`src/rtl/ex_mem_pkg.sv`:
```
// Shared widths and payload layout for the EX/MEM pipeline register.
package ex_mem_pkg;

  localparam int unsigned DataWDefault = 32;
  localparam int unsigned RegWDefault  = 5;
  localparam int unsigned WbWDefault   = 2;
  localparam int unsigned MWDefault    = 2;

  // Payload at default widths; wb sits in the MSBs so the control fields form one contiguous slice.
  typedef struct packed {
    logic [WbWDefault-1:0]   wb;
    logic [MWDefault-1:0]    m;
    logic [DataWDefault-1:0] alu_result;
    logic [DataWDefault-1:0] write_mem_data;
    logic [RegWDefault-1:0]  write_register;
    logic [RegWDefault-1:0]  rd;
  } ex_mem_payload_t;

  localparam int unsigned PAYLOAD_W = $bits(ex_mem_payload_t);

  // Payload width for non-default field widths, same field order as ex_mem_payload_t.
  function automatic int unsigned payload_width(input int unsigned wb_w, input int unsigned m_w,
                                                input int unsigned data_w,
                                                input int unsigned reg_w);
    return wb_w + m_w + 2 * data_w + 2 * reg_w;
  endfunction

endpackage

```
`src/rtl/ex_mem_pipe_skid_reg.sv`:
```
// Generic valid/ready pipeline register with optional skid entry and synchronous flush.
// The main entry drives the output; the skid entry catches the one beat that arrives while the
// main entry is stalled, which lets ready_o come straight from a flop.
module pipe_skid_reg #(
  parameter int unsigned      Width     = 8,
  parameter bit               SkidEn    = 1'b1,
  // Bits cleared in held entries on flush (control fields that must not leak).
  parameter logic [Width-1:0] FlushMask = '0
) (
  input  logic             clk_i,
  input  logic             rst_i,
  input  logic             valid_i,
  output logic             ready_o,
  input  logic             flush_i,
  input  logic [Width-1:0] data_i,
  output logic             valid_o,
  input  logic             ready_i,
  output logic [Width-1:0] data_o,
  output logic [1:0]       occupancy_o
);

  logic             main_valid_q, main_valid_d;
  logic [Width-1:0] main_data_q, main_data_d;
  logic             skid_valid_q, skid_valid_d;
  logic [Width-1:0] skid_data_q, skid_data_d;
  logic             accept, consume;

  // Skid mode: ready is purely registered. Single mode: ready looks through to the consumer.
  assign ready_o = SkidEn ? ~skid_valid_q : (~main_valid_q | ready_i);
  assign accept  = valid_i & ready_o;
  assign consume = main_valid_q & ready_i;

  assign valid_o     = main_valid_q;
  assign data_o      = main_data_q;
  assign occupancy_o = {1'b0, main_valid_q} + {1'b0, skid_valid_q};

  // Next-state: flush wins, otherwise refill main (skid first for ordering) or park in skid.
  always_comb begin
    main_valid_d = main_valid_q;
    main_data_d  = main_data_q;
    skid_valid_d = skid_valid_q;
    skid_data_d  = skid_data_q;
    if (flush_i) begin
      main_valid_d = 1'b0;
      skid_valid_d = 1'b0;
      main_data_d  = main_data_q & ~FlushMask;
      skid_data_d  = skid_data_q & ~FlushMask;
    end else if (SkidEn) begin
      if (!main_valid_q || consume) begin
        if (skid_valid_q) begin
          // ready_o is low while skid is full, so no accept can collide with this move.
          main_valid_d = 1'b1;
          main_data_d  = skid_data_q;
          skid_valid_d = 1'b0;
        end else if (accept) begin
          main_valid_d = 1'b1;
          main_data_d  = data_i;
        end else begin
          main_valid_d = 1'b0;
        end
      end else if (accept) begin
        skid_valid_d = 1'b1;
        skid_data_d  = data_i;
      end
    end else begin
      if (accept) begin
        main_valid_d = 1'b1;
        main_data_d  = data_i;
      end else if (consume) begin
        main_valid_d = 1'b0;
      end
    end
  end

  // State registers, cleared asynchronously.
  always_ff @(posedge clk_i or posedge rst_i) begin
    if (rst_i) begin
      main_valid_q <= 1'b0;
      main_data_q  <= '0;
      skid_valid_q <= 1'b0;
      skid_data_q  <= '0;
    end else begin
      main_valid_q <= main_valid_d;
      main_data_q  <= main_data_d;
      skid_valid_q <= skid_valid_d;
      skid_data_q  <= skid_data_d;
    end
  end

endmodule

```
`src/rtl/ex_mem_pipe.sv`:
```
// EX/MEM pipeline register with valid/ready handshake, flush and optional skid entry.
// Packs the EX payload, stores it in pipe_skid_reg, and gates WB/M to zero on bubbles.
module ex_mem_pipe
  import ex_mem_pkg::*;
#(
  parameter int unsigned DATA_W  = DataWDefault,
  parameter int unsigned REG_W   = RegWDefault,
  parameter int unsigned WB_W    = WbWDefault,
  parameter int unsigned M_W     = MWDefault,
  parameter bit          SKID_EN = 1'b1
) (
  input  logic              clk,
  input  logic              rst,
  input  logic              in_valid,
  output logic              in_ready,
  input  logic              flush,
  input  logic [WB_W-1:0]   wb_in,
  input  logic [M_W-1:0]    m_in,
  input  logic [DATA_W-1:0] alu_result_in,
  input  logic [DATA_W-1:0] write_mem_data_in,
  input  logic [REG_W-1:0]  write_register_in,
  input  logic [REG_W-1:0]  rd_in,
  output logic              out_valid,
  input  logic              out_ready,
  output logic [WB_W-1:0]   wb_out,
  output logic [M_W-1:0]    m_out,
  output logic [DATA_W-1:0] alu_result_out,
  output logic [DATA_W-1:0] write_mem_data_out,
  output logic [REG_W-1:0]  write_register_out,
  output logic [REG_W-1:0]  rd_out,
  output logic [1:0]        occupancy
);

  // Same field order as ex_mem_payload_t, resized to this instance's widths.
  typedef struct packed {
    logic [WB_W-1:0]   wb;
    logic [M_W-1:0]    m;
    logic [DATA_W-1:0] alu_result;
    logic [DATA_W-1:0] write_mem_data;
    logic [REG_W-1:0]  write_register;
    logic [REG_W-1:0]  rd;
  } payload_t;

  localparam int unsigned PayloadW = payload_width(WB_W, M_W, DATA_W, REG_W);
  localparam int unsigned CtrlW    = WB_W + M_W;
  // Flush zeroes the stored WB/M slice (MSBs) and leaves data fields alone.
  localparam logic [PayloadW-1:0] FlushMask = {{CtrlW{1'b1}}, {(PayloadW - CtrlW){1'b0}}};

  payload_t            in_pl, out_pl;
  logic [PayloadW-1:0] in_bits, out_bits;

  assign in_pl.wb             = wb_in;
  assign in_pl.m              = m_in;
  assign in_pl.alu_result     = alu_result_in;
  assign in_pl.write_mem_data = write_mem_data_in;
  assign in_pl.write_register = write_register_in;
  assign in_pl.rd             = rd_in;
  assign in_bits              = in_pl;

  pipe_skid_reg #(
    .Width    (PayloadW),
    .SkidEn   (SKID_EN),
    .FlushMask(FlushMask)
  ) u_reg (
    .clk_i      (clk),
    .rst_i      (rst),
    .valid_i    (in_valid),
    .ready_o    (in_ready),
    .flush_i    (flush),
    .data_i     (in_bits),
    .valid_o    (out_valid),
    .ready_i    (out_ready),
    .data_o     (out_bits),
    .occupancy_o(occupancy)
  );

  assign out_pl = payload_t'(out_bits);

  // Bubbles must never carry regwrite/memwrite; data fields keep their last value.
  assign wb_out             = out_valid ? out_pl.wb : '0;
  assign m_out              = out_valid ? out_pl.m : '0;
  assign alu_result_out     = out_pl.alu_result;
  assign write_mem_data_out = out_pl.write_mem_data;
  assign write_register_out = out_pl.write_register;
  assign rd_out             = out_pl.rd;

endmodule
```
`config.mk`:
```
export PLATFORM = sky130hd
export DESIGN_NAME = ex_mem_pipe
export DESIGN_NICKNAME = d
export VERILOG_FILES = /design/src/rtl/ex_mem_pkg.sv /design/src/rtl/ex_mem_pipe_skid_reg.sv /design/src/rtl/ex_mem_pipe.sv
export SDC_FILE = /design/constraint.sdc
export NUM_CORES = 1
export LEC_CHECK = 0
export CAP_MARGIN = 20
export CORE_UTILIZATION = 45
export CTS_BUF_LIST = sky130_fd_sc_hd__clkbuf_8
export CTS_CLUSTER_SIZE = 16
export DETAILED_ROUTE_END_ITERATION = 12
export PLACE_DENSITY = 0.82
export SETUP_SLACK_MARGIN = 0.5
export SKIP_LAST_GASP = 1
export SYNTH_ARGS = -nofsm -noshare
export SYNTH_HDL_FRONTEND = slang
export SYNTH_SLANG_ARGS = --single-unit
```
`constraint.sdc`:
```
create_clock -name clk -period 13 [get_ports clk]
set_input_delay 2.6 -clock clk [delete_from_list [all_inputs] [get_ports clk]]
set_output_delay 2.6 -clock clk [all_outputs]
set_load 0.1 [all_outputs]
```
==> results of run 1 <==
metal layers:
metal	vias to the layer above	global-route usage
met1	2066	0.207
met5	-	0
met3	26	0.0693
met2	121	0.296
li1	1886	-
met4	0	0.0663
power by group:
| group | switching, W | total, W | internal [W] |
|---|---|---|---|
| registers | 0.0000534 | 0.000648 | 0.000595 |
| logic | 0.000413 | 0.000600 | 0.000188 |
| clock network | 0.000174 | 0.000405 | 0.000231 |
| total | 0.000640 | 0.00165 | 0.00101 |
cell type report:
type / count / area (um^2) / area share
Timing Repair Buffer: 170 / 1730 / 0.189
Sequential cell: 158 / 3960 / 0.432
Clock inverter: 14 / 200 / 0.0219
Inverter: 2 / 12.5 / 0.00137
Antenna cell: 1 / 2.50 / 0.000273
Tap cell: 216 / 270 / 0.0295
Multi-Input combinational cell: 248 / 2740 / 0.299
Clock buffer: 18 / 248 / 0.0271
flip-flops by register name, summed over array words and instances, names as in the netlist:
signal              flops
u_reg.skid_data_q      78
u_reg.valid_o           1
u_reg.skid_valid_q      1
u_reg.data_o           78
worst max-delay path by stage:
stage,cells past startpoint,slack (ns),from,to
after global placement,5,7.46,in_valid,u_reg.data_o[69]$_DFFE_PP0P_
after global routing,2,7.83,u_reg.skid_valid_q$_DFFE_PP0P_,occupancy[0]
after CTS,2,7.23,u_reg.skid_valid_q$_DFFE_PP0P_,occupancy[1]
final,2,7.91,u_reg.skid_valid_q$_DFFE_PP0P_,occupancy[0]
after floorplan,1,6.14,rst,u_reg.data_o[0]$_DFFE_PP0P_
after detailed placement,2,7.74,u_reg.skid_valid_q$_DFFE_PP0P_,occupancy[1]
critical path, cell delays in order, from the launching register on:
cell and delay [ns]:
dfrtp_4 0.58, ha_1 0.32, clkdlybuf4s50_1 1.14
cells by family after synthesis:
family                     share of synthesized area
AOI/OAI and AO/OA                             0.0124
adders and majority gates                    0.00169
buffers and inverters                         0.0939
DFF                                            0.535
muxes                                          0.345
and+or+nand+nor                               0.0120
through the flow:
step | hold slack [ns] | setup WS, ns | instances | power, W
after detailed placement | 0.471 | 7.74 | 793 | 0.00126
final | 0.485 | 7.91 | 827 | 0.00165
after floorplan | 0.452 | 6.14 | 507 | 0.00117
after global placement | 0.461 | 7.46 | 792 | 0.00124
after global routing | 0.506 | 7.83 | 826 | 0.00173
after CTS | 0.489 | 7.23 | 825 | 0.00167
cells in the final DEF (no fill, tap or decap), drive strengths merged:
cell type / Yosys / layout
nor3: 2 / 2
mux2: 226 / 226
clkbuf: 2 / 18
nor2b: 1 / 1
dfrtp: 158 / 158
inv: 2 / 5
o21ba: 1 / 1
clkinvlp: 0 / 2
and2: 4 / 4
nor2: 1 / 1
a21oi: 1 / 1
a31oi: 1 / 1
buf: 97 / 6
nor4b: 1 / 1
diode: 0 / 1
ha: 1 / 1
a22o: 8 / 8
clkdlybuf4s50: 0 / 164
clkinv: 0 / 4
bufinv: 0 / 5
nand2b: 1 / 1
==> flow_summary.ini, run 1 <==
[clocking]
cts_setup_buffers = 0
ctsHoldBuffers = 0
ctsHtreeMaxLevel = 4
cts_buffers = 17
clockRootBuffer = clkbuf_8
clkTransAtPathRegs_ns = 0.08
cts_tree = done
cts_resized = 0
clk_path_buf_depth = 2
cts.sinks = 158
clk-insertion-delay-late_ns = 0.45

[setup_path]
crit_path_max_fanout = 12
reg2reg_to = u_reg.data_o[42]$_DFFE_PP0P_
endpoint_kind = primary output
startpoint_type = flip-flop
r2r_start = u_reg.skid_valid_q$_DFFE_PP0P_
reg2reg_depth = 5
crit_required_ns = 10.40
crit_type = reg -> out
rrSetupSlack_ns = 10.44
crit_arrival_ns = 2.49

[floorplan]
num_rows = 46
die_w_um = 130
die_area_mm2 = 0.0169
initial_core_util = 0.463
coreArea_mm2 = 0.0159
ios = 165
fp.dieH_um = 130

[yosys]
synthDistinctLibCells = 20
ys_ff_latch = 158
synth_top_cell_area_share = 0.535
yosys.cell_count.top_type = mux2_2
ys_seq_area_frac = 0.535
synth_area_per_cell_um2 = 14.6
synth_area_mm2 = 0.00738
synthArstFlopShare = 1.00
synth_warnings = 0
synth_edf_count = 0
synth_nets = 591
synth_ff_type = dfrtp_1
yosys.area.top_type = dfrtp_1
ys_top_cells_by_count = 210 x mux2_2, 158 x dfrtp_1, 79 x buf_4, 16 x mux2_1, 14 x buf_2
yosys-top-cells-area = dfrtp_1 54%, mux2_2 32%, buf_4 8.0%
synth_cells = 507

[placement]
port_buffers = 164
gp_congestion = 0.759
placed_cell_area_mm2 = 0.00868
place_hpwl_mm = 9.35

[global_route]
gr-total-overflow = 0
grt_max_degree = 83
grt_pass1_vias = 4502
grt_usage = 0.178
antenna_found_initial = 0
grt_pass1_wl_mm = 22.5

[worst_hold_path]
hold_path.class = reg -> reg
worstHoldPathCells = 1
worst_hold_startpoint = u_reg.skid_data_q[7]$_DFFE_PP0P_
hold_path_end = u_reg.skid_data_q[7]$_DFFE_PP0P_

[route]
drt-initial-drc-count = 122
drt_pass1_iterations = 4
routed.top_layer = met4
wl_met3_um = 849
wl_met2_mm = 6.89
vias_per_cell = 4.96
drc = 0
met1_length_mm = 6.06
ant_nets = 0
num_vias = 4099
routed_wl_mm = 14.1
avgRoutedWirePerCell_um = 17.0

[sta]
worst_pin_slew_ns = 1.03
rsz0062_at_grt = no
fin_setup_tns_ns = 0
timing.final.crit_share = 0.391
finalSetupViolCount = 0
slew_viol_final = 0
relSlewSlack = 0.310
hold_viol = 0
timing.fmax_mhz = 197
skew_ns = 0.00782
min_period_ns = 5.09

[finish]
finish.utilization = 0.574
nNetsFinal = 681
area_growth_pct = 24.0
fill_cells = 1252
final_area_mm2 = 0.00916
drive_gt1_frac = 0.411

[power]
leakagePower_nw = 3.76
power_density_mw_per_mm2 = 181
ir_drop_mv = 0.117

[run_status]
status = finished clean

[job]
drv_cap = 0
Power figures use the tool's default switching activity.
==> run 2: changes to the inputs <==
--- a/config.mk
+++ b/config.mk
@@ -10,7 +10,7 @@
 export CTS_BUF_LIST = sky130_fd_sc_hd__clkbuf_8
 export CTS_CLUSTER_SIZE = 16
 export DETAILED_ROUTE_END_ITERATION = 12
-export PLACE_DENSITY = 0.82
+export PLACE_DENSITY = 0.84
 export SETUP_SLACK_MARGIN = 0.5
 export SKIP_LAST_GASP = 1
 export SYNTH_ARGS = -nofsm -noshare
==> constraint.sdc (replaced) <==
create_clock -name clk -period 4.22 [get_ports clk]
set_input_delay 0.844 -clock clk [delete_from_list [all_inputs] [get_ports clk]]
set_output_delay 0.844 -clock clk [all_outputs]
set_load 0.1 [all_outputs]
==> run 2 against run 1 <==
Critical endpoint is now occupancy[1]. Largest cell class unchanged. Final cell count decreased by 0.24%. Critical path depth unchanged. Flip-flop and latch count did not move. Largest power group unchanged.
==> flow_summary.ini, run 2 (same netlist as run 1, synthesis figures left out) <==
[clocking]
cts.sinks = 158
cts_tree = done
clk-insertion-delay-late_ns = 0.43
ctsHtreeMaxLevel = 4
ctsHoldBuffers = 0
cts_resized = 0
cts_setup_buffers = 0
clk_path_buf_depth = 2
clkTransAtPathRegs_ns = 0.08
clockRootBuffer = clkbuf_8
cts_buffers = 17

[finish]
area_growth_pct = 22.7
seqCellArea_mm2 = 0.00396
nNetsFinal = 681
fill_cells = 1283
mostFrequentLayoutCells = 210 x mux2_2, 163 x clkdlybuf4s50_1, 157 x dfrtp_1
stdcell_count = 825
final_common_cell = mux2_2
multi_input_area_mm2 = 0.00274
drive_gt1_frac = 0.410

[floorplan]
ios = 165
fp.dieH_um = 130
coreArea_mm2 = 0.0159
num_rows = 46
die_area_mm2 = 0.0169
die_w_um = 130
initial_core_util = 0.463

[job]
drv_cap = 0

[power]
ir_drop_mv = 0.321
p_sw_w = 0.00194
seq_power_share = 0.411
leakagePower_nw = 3.72
total_power_w = 0.00487
p_clk_frac = 0.210
internal_power_w = 0.00293
power_density_mw_per_mm2 = 537
swShare = 0.399
power.share.combinational = 0.379

[placement]
post-place-ws_ns = 1.26
place_hpwl_mm = 9.39
port_buffers = 164
placedCellCount = 794
gp_congestion = 0.760

[setup_path]
crit_type = reg -> out
crit_path_max_fanout = 35
max_stage_delay_ns = 1.13
startpoint_type = flip-flop
crit_arrival_ns = 2.55
endpoint_kind = primary output
slowest_stage = clkdlybuf4s50_1
path_cells = ha_1 > clkdlybuf4s50_1
crit_required_ns = 3.38

[sta]
timing.fmax_mhz = 294
finalSetupViolCount = 0
timing.final.crit_share = 0.805
min_period_ns = 3.40
fin_hold_ws_ns = 0.484
rsz0062_at_grt = no
hold_viol = 0
skew_ns = 0.0121
slew_viol_final = 0
relSlewSlack = 0.327
worst_pin_slew_ns = 1.01
setup_ws_ns = 0.822
fin_setup_tns_ns = 0

[global_route]
grt_pass1_vias = 4465
gr-total-overflow = 0
grt_pass1_wl_mm = 22.3
grt_max_degree = 89
antenna_found_initial = 1
grt_usage = 0.173

[run_status]
status = finished clean

[route]
vias_per_cell = 4.99
drt-initial-drc-count = 178
drt_pass1_iterations = 4
ant_nets = 0
num_vias = 4114
drc = 0
routed_wl_mm = 13.8
avgRoutedWirePerCell_um = 16.7

[worst_hold_path]
hold_path.class = reg -> reg
run 2: cell count changes in the layout (fill, tap and decap cells not counted), moves of 2 or more:
cell	previous run	this run
buf_12	0	3
buf_16	2	0
bufinv_16	5	1
clkbuf_8	18	21
clkinv_2	3	1
run 2: worst paths after layout:
kind                                                  startpoint                          endpoint  slack (ns)  cells past startpoint
worst max-delay path              u_reg.skid_valid_q$_DFFE_PP0P_                      occupancy[1]        0.82                      2
worst min-delay path            u_reg.skid_data_q[5]$_DFFE_PP0P_  u_reg.skid_data_q[5]$_DFFE_PP0P_        0.48                      1
worst max register to register    u_reg.skid_valid_q$_DFFE_PP0P_      u_reg.data_o[58]$_DFFE_PP0P_        1.41                      5
worst min register to register  u_reg.skid_data_q[5]$_DFFE_PP0P_  u_reg.skid_data_q[5]$_DFFE_PP0P_        0.48                      1
max in group asynchronous                                    rst    u_reg.skid_valid_q$_DFFE_PP0P_        2.78                      3
min in group asynchronous                                    rst      u_reg.data_o[42]$_DFFE_PP0P_        0.69                      2
run 2: power groups by stage:
stage	Combinational (W)	Sequential (W)	Clock (W)
2_1_floorplan	0.00163	0.00197	0
3_3_place_gp	0.00182	0.00201	0
3_5_place_dp	0.00186	0.00203	0
4_1_cts	0.00186	0.00200	0.00106
5_1_grt	0.00191	0.00204	0.00112
6_report	0.00184	0.00200	0.00102
run 2: metrics by stage:
stage | util | area [um^2]
final | 0.569 | 9060
after global routing | 0.569 | 9060
after CTS | 0.568 | 9060
after detailed placement | 0.546 | 8700
after global placement | 0.546 | 8700
after floorplan | - | 7390
run 2: worst max-delay path, delay by kind of cell (launching register included):
kind,cells,cell delay [ns]
buffers and inverters,1,1.13
adder cells (fa/ha/maj),1,0.23
flip-flops,1,0.75
run 2: routing by layer:
layer / GRT usage / vias up / part of all wire
met5: 0 / - / 0
li1: - / 1893 / -
met4: 0.0705 / 0 / 0.015
met1: 0.208 / 2092 / 0.42
met3: 0.0472 / 15 / 0.051
met2: 0.293 / 114 / 0.51
run 2: cell type report:
cell class / instances / area share
tap: 216 / 0.0298
clock inverter: 9 / 0.00814
timing repair buffer: 170 / 0.190
antenna: 1 / 0.000276
clock buffer: 21 / 0.0319
inverter: 2 / 0.00124
multi-input combinational: 248 / 0.302
sequential: 158 / 0.437
==> run 3: changes to the inputs <==
==> constraint.sdc (replaced) <==
create_clock -name clk -period 3 [get_ports clk]
set_input_delay 0.6 -clock clk [delete_from_list [all_inputs] [get_ports clk]]
set_output_delay 0.6 -clock clk [all_outputs]
set_load 0.1 [all_outputs]
==> run 3 against run 2 <==
Global-route usage down 0.40 points. Sequential share of layout area rose by 0.52 points. Clock-buffer cell count up 1. Clock power is 53% higher. Non-clock buffer count increased by 4. Final cell count is 0.36% higher. Flip-flop and latch count unchanged. Highest routed layer unchanged.
==> flow_summary.ini, run 3 (same netlist as run 1, synthesis figures left out) <==
[route]
num_vias = 4143
drt_pass1_iterations = 4
vias_per_cell = 5.00
routed_wl_mm = 13.8
ant_nets = 0
avgRoutedWirePerCell_um = 16.6
drc = 0
drt-initial-drc-count = 138

[global_route]
grt_pass1_wl_mm = 21.7
grt_pass1_vias = 4327
grt_usage = 0.169
antenna_found_initial = 0
grt_max_degree = 79
gr-total-overflow = 0

[clocking]
clk-insertion-delay-late_ns = 0.43
cts_buffers = 17
ctsHtreeMaxLevel = 4
cts_tree = done
clk_path_buf_depth = 2
clockRootBuffer = clkbuf_8
cts_resized = 0
cts.sinks = 158
clkTransAtPathRegs_ns = 0.08

[power]
internal_power_w = 0.00416
seq_power_share = 0.407
swShare = 0.398
p_sw_w = 0.00275
ir_drop_mv = 0.415
p_clk_frac = 0.226
power.share.combinational = 0.367
power_density_mw_per_mm2 = 772
leakagePower_nw = 3.85

[sta]
skew_ns = 0.00485
setup_ws_ns = 0.669
slew_viol_final = 0
relSlewSlack = 0.621
timing.final.crit_share = 0.777
rsz0062_at_grt = no
timing.fmax_mhz = 429
fin_hold_ws_ns = 0.489
worst_pin_slew_ns = 0.567
min_period_ns = 2.33
finalSetupViolCount = 0
fin_setup_tns_ns = 0
hold_viol = 0

[finish]
nNetsFinal = 685
drive_gt1_frac = 0.549
area_growth_pct = 21.3
final_common_cell = mux2_2
final_area_mm2 = 0.00896
stdcell_count = 828
mostFrequentLayoutCells = 210 x mux2_2, 157 x dfrtp_1, 86 x buf_4
diodes = 0
fill_cells = 1284

[setup_path]
crit_type = reg -> out
path_buf_inv = 1
startpoint_type = flip-flop
path_cells = ha_1 > buf_4
reg2reg_depth = 3
slowest_stage = dfrtp_4
crit_required_ns = 2.40
path_delay_family = flip-flops
cp_num_cells = 2
crit_arrival_ns = 1.73
endpoint_kind = primary output
crit_path_max_fanout = 23
max_stage_delay_ns = 0.65

[placement]
post-place-ws_ns = 0.465
gp_congestion = 0.724
place_hpwl_mm = 9.29
port_buffers = 164
placed_cell_area_mm2 = 0.00854
placedCellCount = 797

[worst_hold_path]
hold_path.class = reg -> reg
worstHoldPathCells = 1

[floorplan]
initial_core_util = 0.463
coreArea_mm2 = 0.0159
die_area_mm2 = 0.0169
fp.dieH_um = 130
ios = 165
die_w_um = 130
num_rows = 46

[run_status]
status = finished clean

[job]
drv_cap = 0
==> run 3: final cells by class <==
cell class | count | area [um^2] | area share
multi-input combinational | 248 | 2740 | 0.306
clock inverter | 8 | 90.1 | 0.0101
sequential | 158 | 3960 | 0.442
inverter | 2 | 11.3 | 0.00126
timing repair buffer | 174 | 1590 | 0.177
tap | 216 | 270 | 0.0302
clock buffer | 22 | 303 | 0.0338
==> run 3: through the flow <==
step | total power (W) | util
4_1_cts | 0.00699 | 0.562
5_1_grt | 0.00720 | 0.562
6_report | 0.00691 | 0.562
3_5_place_dp | 0.00541 | 0.536
2_1_floorplan | 0.00507 | -
3_3_place_gp | 0.00533 | 0.536
==> run 3: worst reg2reg max path, cell delays in order (launching register included) <==
cell and delay, ns:
dfrtp_4 0.68, buf_4 0.56, mux2_2 0.44, mux2_2 0.26
==> run 3: power groups by stage <==
stage	Combinational (W)	Sequential [W]	Clock, W
finish	0.00254	0.00281	0.00156
CTS	0.00256	0.00282	0.00162
global route	0.00262	0.00287	0.00171
global placement	0.00250	0.00283	0
detailed placement	0.00255	0.00286	0
floorplan	0.00230	0.00277	0
==> run 3: worst paths after layout <==
kind | startpoint | endpoint | slack [ns]
max reg2reg | u_reg.skid_valid_q$_DFFE_PP0P_ | u_reg.data_o[14]$_DFFE_PP0P_ | 0.94
max | u_reg.skid_valid_q$_DFFE_PP0P_ | occupancy[0] | 0.67
min | u_reg.skid_data_q[8]$_DFFE_PP0P_ | u_reg.skid_data_q[8]$_DFFE_PP0P_ | 0.49
max in group asynchronous | rst | u_reg.skid_data_q[29]$_DFFE_PP0P_ | 1.66
min in group asynchronous | rst | u_reg.data_o[63]$_DFFE_PP0P_ | 0.57
min reg2reg | u_reg.skid_data_q[8]$_DFFE_PP0P_ | u_reg.skid_data_q[8]$_DFFE_PP0P_ | 0.49
==> run 3: routing by layer <==
| metal | global-route usage | vias up | wire length [um] |
|---|---|---|---|
| li1 | - | 1897 | - |
| met1 | 0.212 | 2127 | 6040 |
| met2 | 0.280 | 104 | 6820 |
| met3 | 0.0472 | 15 | 742 |
| met4 | 0.0588 | 0 | 172 |
| met5 | 0 | - | 0 |
==> run 3: what timing repair did <==
action	4_1_cts	5_1_grt
hold buffers	0	0
endpoints found under the setup margin	1	0
buffers inserted	1	0
